==> src/rtl/pixel_test_pkg.sv <==
// Shared definitions for the single-pixel test system: sample widths, packet
// layout, FSM encodings and the packet builder used by the UART transmitter.
package pixel_test_pkg;

   localparam int unsigned DATA_W  = 12;
   localparam int unsigned CH_W    = 3;
   localparam int unsigned SEQ_W   = 4;
   localparam int unsigned BYTE_W  = 8;
   localparam int unsigned COUNT_W = 8;
   localparam int unsigned PKT_LEN = 5;
   localparam int unsigned IDX_W   = 3;

   localparam logic [BYTE_W-1:0] HEADER_DEFAULT = 8'hA5;

   typedef enum logic [1:0] {
      U_IDLE,
      U_START_BIT,
      U_DATA_BITS,
      U_STOP_BIT
   } uart_state_e;

   typedef enum logic [1:0] {
      P_IDLE,
      P_SEND,
      P_NEXT_BYTE
   } pkt_state_e;

   typedef logic [PKT_LEN-1:0][BYTE_W-1:0] packet_t;

   // Header, seq/channel, data high nibble, data low byte, XOR checksum.
   function automatic packet_t build_packet(input logic [BYTE_W-1:0] header,
                                            input logic [SEQ_W-1:0]  seq,
                                            input logic [CH_W-1:0]   channel,
                                            input logic [DATA_W-1:0] data);
      packet_t p;
      p[0] = header;
      p[1] = {seq, 1'b0, channel};
      p[2] = {4'b0000, data[DATA_W-1:8]};
      p[3] = data[7:0];
      p[4] = p[1] ^ p[2] ^ p[3];
      return p;
   endfunction

endpackage

==> src/rtl/uart_tx_byte.sv <==
// 8N1 serialiser for a single byte: start strobe in, registered tx line and
// a one-cycle done pulse coinciding with the last cycle of the stop bit.
module uart_tx_byte
   import pixel_test_pkg::*;
#(
   parameter int unsigned BAUD_DIV = 434
) (
   input  logic              clk_in,
   input  logic              reset,
   input  logic              start_i,
   input  logic [BYTE_W-1:0] data_i,
   output logic              tx_o,
   output logic              done_o
);

   localparam int unsigned       CNT_W    = $clog2(BAUD_DIV);
   localparam logic [CNT_W-1:0]  CNT_LAST = CNT_W'(BAUD_DIV - 1);
   localparam logic [CNT_W-1:0]  CNT_DONE = CNT_W'(BAUD_DIV - 2);

   uart_state_e       state_q;
   logic [CNT_W-1:0]  cnt_q;
   logic [2:0]        bit_q;
   logic [BYTE_W-1:0] shift_q;
   logic              tx_q;
   logic              done_q;
   logic              cnt_last_c;

   assign cnt_last_c = (cnt_q == CNT_LAST);

   // Baud counter restarts on every bit so byte timing never drifts.
   always_ff @(posedge clk_in or posedge reset) begin
      if (reset) begin
         state_q <= U_IDLE;
         cnt_q   <= '0;
         bit_q   <= '0;
         shift_q <= '0;
         tx_q    <= 1'b1;
         done_q  <= 1'b0;
      end else begin
         done_q <= 1'b0;
         case (state_q)
            U_IDLE: begin
               if (start_i) begin
                  shift_q <= data_i;
                  tx_q    <= 1'b0;
                  cnt_q   <= '0;
                  state_q <= U_START_BIT;
               end
            end
            U_START_BIT: begin
               if (cnt_last_c) begin
                  cnt_q   <= '0;
                  bit_q   <= '0;
                  tx_q    <= shift_q[0];
                  shift_q <= shift_q >> 1;
                  state_q <= U_DATA_BITS;
               end else begin
                  cnt_q <= cnt_q + CNT_W'(1);
               end
            end
            U_DATA_BITS: begin
               if (cnt_last_c) begin
                  cnt_q <= '0;
                  if (bit_q == 3'd7) begin
                     tx_q    <= 1'b1;
                     state_q <= U_STOP_BIT;
                  end else begin
                     bit_q   <= bit_q + 3'd1;
                     tx_q    <= shift_q[0];
                     shift_q <= shift_q >> 1;
                  end
               end else begin
                  cnt_q <= cnt_q + CNT_W'(1);
               end
            end
            U_STOP_BIT: begin
               done_q <= (cnt_q == CNT_DONE);
               if (cnt_last_c) begin
                  cnt_q   <= '0;
                  state_q <= U_IDLE;
               end else begin
                  cnt_q <= cnt_q + CNT_W'(1);
               end
            end
            default: begin
               state_q <= U_IDLE;
               tx_q    <= 1'b1;
            end
         endcase
      end
   end

   assign tx_o   = tx_q;
   assign done_o = done_q;

endmodule

==> src/rtl/pixel_sample_uart_tx.sv <==
// Packs one ADC sample per frame into a 5-byte packet and sends it as UART
// 8N1; busy/sample_ready gate the controller's transmission phase.
module pixel_sample_uart_tx
   import pixel_test_pkg::*;
#(
   parameter int unsigned       CLK_HZ   = 50000000,
   parameter int unsigned       BAUD     = 115200,
   parameter int unsigned       BAUD_DIV = CLK_HZ / BAUD,
   parameter logic [BYTE_W-1:0] HEADER   = HEADER_DEFAULT
) (
   input  logic               clk_in,
   input  logic               reset,
   input  logic [DATA_W-1:0]  sample_data,
   input  logic [CH_W-1:0]    sample_channel,
   input  logic               sample_valid,
   output logic               sample_ready,
   output logic               overrun,
   output logic               tx,
   output logic               busy,
   output logic [COUNT_W-1:0] pkt_count
);

   localparam logic [IDX_W-1:0] LAST_IDX = IDX_W'(PKT_LEN - 1);

   pkt_state_e         state_q;
   packet_t            pkt_q;
   logic [IDX_W-1:0]   idx_q;
   logic [SEQ_W-1:0]   seq_q;
   logic [COUNT_W-1:0] pkt_count_q;
   logic               ready_q;
   logic               busy_q;
   logic               overrun_q;

   logic               accept_c;
   logic               start_c;
   logic [BYTE_W-1:0]  byte_c;
   logic [IDX_W-1:0]   nxt_idx_c;
   logic               byte_done;

   assign accept_c  = sample_valid & ready_q;
   assign nxt_idx_c = idx_q + IDX_W'(1);

   // Byte launch: the header straight from acceptance, later bytes from NEXT_BYTE.
   always_comb begin
      start_c = 1'b0;
      byte_c  = HEADER;
      case (state_q)
         P_IDLE:      start_c = accept_c;
         P_NEXT_BYTE: begin
            if (idx_q < LAST_IDX) begin
               start_c = 1'b1;
               byte_c  = pkt_q[nxt_idx_c];
            end
         end
         default: ;
      endcase
   end

   always_ff @(posedge clk_in or posedge reset) begin
      if (reset) begin
         state_q     <= P_IDLE;
         pkt_q       <= '0;
         idx_q       <= '0;
         seq_q       <= '0;
         pkt_count_q <= '0;
         ready_q     <= 1'b1;
         busy_q      <= 1'b0;
         overrun_q   <= 1'b0;
      end else begin
         overrun_q <= sample_valid & ~ready_q;
         case (state_q)
            P_IDLE: begin
               if (accept_c) begin
                  pkt_q   <= build_packet(HEADER, seq_q, sample_channel, sample_data);
                  idx_q   <= '0;
                  ready_q <= 1'b0;
                  busy_q  <= 1'b1;
                  state_q <= P_SEND;
               end
            end
            P_SEND: begin
               if (byte_done) state_q <= P_NEXT_BYTE;
            end
            P_NEXT_BYTE: begin
               if (idx_q < LAST_IDX) begin
                  idx_q   <= nxt_idx_c;
                  state_q <= P_SEND;
               end else begin
                  seq_q       <= seq_q + SEQ_W'(1);
                  pkt_count_q <= pkt_count_q + COUNT_W'(1);
                  ready_q     <= 1'b1;
                  busy_q      <= 1'b0;
                  state_q     <= P_IDLE;
               end
            end
            default: begin
               state_q <= P_IDLE;
               ready_q <= 1'b1;
               busy_q  <= 1'b0;
            end
         endcase
      end
   end

   uart_tx_byte #(
      .BAUD_DIV (BAUD_DIV)
   ) u_byte (
      .clk_in  (clk_in),
      .reset   (reset),
      .start_i (start_c),
      .data_i  (byte_c),
      .tx_o    (tx),
      .done_o  (byte_done)
   );

   assign sample_ready = ready_q;
   assign busy         = busy_q;
   assign overrun      = overrun_q;
   assign pkt_count    = pkt_count_q;

endmodule

==> config.mk <==
export PLATFORM = sky130hd
export DESIGN_NAME = pixel_sample_uart_tx
export DESIGN_NICKNAME = d
export VERILOG_FILES = /design/src/rtl/pixel_test_pkg.sv /design/src/rtl/uart_tx_byte.sv /design/src/rtl/pixel_sample_uart_tx.sv
export SDC_FILE = /design/constraint.sdc
export NUM_CORES = 1
export LEC_CHECK = 0
export CAP_MARGIN = 10
export CORE_MARGIN = 2
export CORE_UTILIZATION = 62
export CTS_CLUSTER_DIAMETER = 80
export DETAILED_ROUTE_END_ITERATION = 7
export PLACE_DENSITY_LB_ADDON = 0.08
export SYNTH_ARGS = -nofsm -noshare
export SYNTH_HDL_FRONTEND = slang
export SYNTH_SLANG_ARGS = --single-unit
==> constraint.sdc <==
create_clock -name clk_in -period 3.45 [get_ports clk_in]
set_input_delay 0.5175 -clock clk_in [delete_from_list [all_inputs] [get_ports clk_in]]
set_output_delay 0.5175 -clock clk_in [all_outputs]
set_load 0.01 [all_outputs]
==> reports/results.txt <==
Post-Place Worst Slack - 1030 ps
Worst-Margin Slew - 848 ps
Setup crit start - idx_q[0]
Worst-path clk slew - 80 ps
Routed Wire Length - 6840 µm
Internal - 1.26 mW
crit-path max FO - 20
Leakage - 1.96 nW
Starting Density - 65.0%
VDD IR max - 0.348 mV
cts hold-fix bufs - 0
Clock Latency Late Sink - 340 ps
period utilisation layout - 70.6%
Clk pwr share - 44.0%
post-synthesis cell area - 3620 µm²
layout cells sized above 1 - 7.67%
Port Buf Inserts - 29
CP Data Required Time - 3710 ps
Net Count, Synth - 419
Root Driver - clkbuf_8
DIE HEIGHT - 80.5 µm
initial antenna violation count - 0
CTS tree - built
Syn Area/Cell - 9.37 µm²
number of flops mapped to enable cells by yosys - 0
CTS HTree Levels - 3
most frequent cells in the layout - nand2_1 (104), dfrtp_1 (70), o21ai_0 (42)
GPL Wtd Cong - 0.861
combinational share of power - 3.4%
post-route insts no fill - 489
Sequential Area - 1800 µm²
drt pass-1 iters - 4
Filler cells - 390
Setup crit end - u_byte.shift_q[3]
Psw - 340 µW
RSZ-0062 raised after global routing - false
Worst R2R Setup Slack - 1010 ps
sequential share of power - 52.6%
Yosys reg bits - 72
Crit Path Category - reg2reg
clk buf depth - 2
DR vias/cell - 5.64
Ant. Diodes - 0
hold path start - pkt_count[7]
Crit-path slowest cell - xnor2_1
CP Capture Type - flip-flop
Hold Vio Cnt, Final - 0
Mapped Cells - 387
synth warn - 0
core area - 5570 µm²
Syn-to-layout area delta - 15.0%
Ports - 30
Overflow after GRT - 0
net switching fraction of the power - 21.2%
Final setup viols - 0
commonest non-fill, non-tap cell in the layout - nand2_1
reg2reg end - u_byte.shift_q[3]
cts repair resizes - 0
first-pass GRT wire length - 11700 µm
DRT iter0 DRCs - 122
post-route setup slack - 1010 ps
GR Util All Layers - 23.7%
Final Cell Area - 4170 µm²
Worst path max stage delay - 690 ps
# nets final - 444
Reg2Reg Depth - 6
row count - 27
remaining antenna violation count - 0
Post-Route Skew - 9.67 ps
setup bufs post-CTS - 0
Cell Pwr Density - 385 nW/µm²
vias - 2757
Async S/R FF share, synth - 100%
post-route setup TNS - 0 ps
placed insts - 473
sequential element share of the synthesized area - 49.8%
Max Freq - 411 MHz
HP Class - reg2reg
status - completed
Main synth FF type - dfrtp_1
Final Power - 1.60 mW
post-synth cell types - 51
relative slew slack - 43.0%
number of remaining DRC errors - 0
Final HPWL DP - 4790 µm
Max-cap violations - 0
Slew Limit Fails - 0
Die W - 80.5 µm
CP Launch Type - flip-flop
cells along the critical path - ha_1, xnor2_1, nand2_1, o22ai_1, a22oi_1, o21ai_0
Die ar. - 6470 µm²
clock sinks - 72
Multi-input gate area - 1690 µm²
worst r2r src - idx_q[0]
Placed Area - 3950 µm²
WL/cell - 14.0 µm
largest net degree at the start of global routing - 44
Arr. time, crit path - 2700 ps
Final min period - 2440 ps
vias in the first global route - 2589
cts bufs inserted - 9
## power groups by stage
stage / sequential (mW) / combinational [mW] / clock, mW
finish: 0.843 / 0.0537 / 0.706
global route: 0.843 / 0.0605 / 0.758
CTS: 0.843 / 0.0552 / 0.723
detailed placement: 0.860 / 0.0550 / 0
global placement: 0.860 / 0.0543 / 0
floorplan: 0.860 / 0.0232 / 0
## synth_stat cells (all sizes together) (2+ instances only)
library cell	number	share of area, %
nand4	4	0.69
a22oi	3	0.62
nand4bb	2	0.62
buf	8	1.5
a311oi	2	0.48
xor2	7	1.7
mux2i	3	0.83
xnor2	16	3.9
dfrtp	70	48
a31oi	2	0.35
a22o	4	0.97
nor2	11	1.2
o211ai	3	1.0
nand2b	3	0.72
nor3	8	1.2
o21ai	44	6.2
ha	14	4.8
o2111ai	2	0.48
nand3	10	1.5
and3	8	1.5
nand3b	3	0.62
mux2	2	0.62
inv	12	1.2
clkbuf	10	1.0
o22ai	3	0.52
nand2	104	11
o31ai	4	0.83
nor2b	2	0.35
dfstp	2	1.4
a21oi	12	1.7
## per-stage QoR
stage	util (%)	hold WS, ps
detailed placement	70.9	444
floorplan	-	425
global route	74.8	492
CTS	74.8	473
finish	74.8	470
global placement	70.9	442
## sequential cells by signal (all words and copies together) (netlist names), 2 cells and up
signal and count:
idx_q 3, pkt_count 8, pkt_q 28, seq_q 4, state_q 2, u_byte.bit_q 3, u_byte.cnt_q 9, u_byte.shift_q 8
u_byte.state_q 2
## metal layers
layer / track usage, % / vias to the layer above / share of wire [%]
li1: - / 1370 / -
met2: 37.7 / 46 / 48
met1: 30.7 / 1330 / 47
met3: 4.16 / 11 / 2.8
met4: 13.4 / 0 / 2.4
met5: 0 / - / 0
## cell type report
class	instances	share of cell area, %
Sequential cell	72	43.3
Multi-Input combinational cell	285	40.5
Timing Repair Buffer	32	7.80
Clock buffer	12	3.96
Tap cell	72	2.16
Clock inverter	4	1.23
Inverter	12	1.08
## cell families (layout without fill, tap and decap cells)
group / count (synthesis) / after routing / share of synthesized area (%)
XOR/XNOR: 23 / 23 / 5.56
AND/OR/NAND/NOR: 159 / 159 / 20.2
multiplexers: 5 / 5 / 1.45
flip-flops: 72 / 72 / 49.8
adder cells (fa/ha/maj): 14 / 14 / 4.83
AO/OA/AOI/OAI: 84 / 84 / 14.4
buffers and inverters: 30 / 60 / 3.80
## worst max-delay path, delay by kind of cell, from the launching register on
family	cells	cell delay [ps]
and+or+nand+nor	1	210
adders and majority gates	1	380
DFF	1	610
xor gates and xnor gates	1	690
AOI/OAI and AO/OA	3	470
## worst min-delay path by stage
| stage | to | slack (ps) | cells after the start |
|---|---|---|---|
| detailed placement | pkt_q[0] | 440 | 1 |
| floorplan | pkt_q[0] | 420 | 1 |
| global route | pkt_q[0] | 490 | 1 |
| finish | pkt_count[7] | 470 | 1 |
| global placement | pkt_q[0] | 440 | 1 |
| CTS | pkt_q[0] | 470 | 1 |
Power figures use the tool's default switching activity.
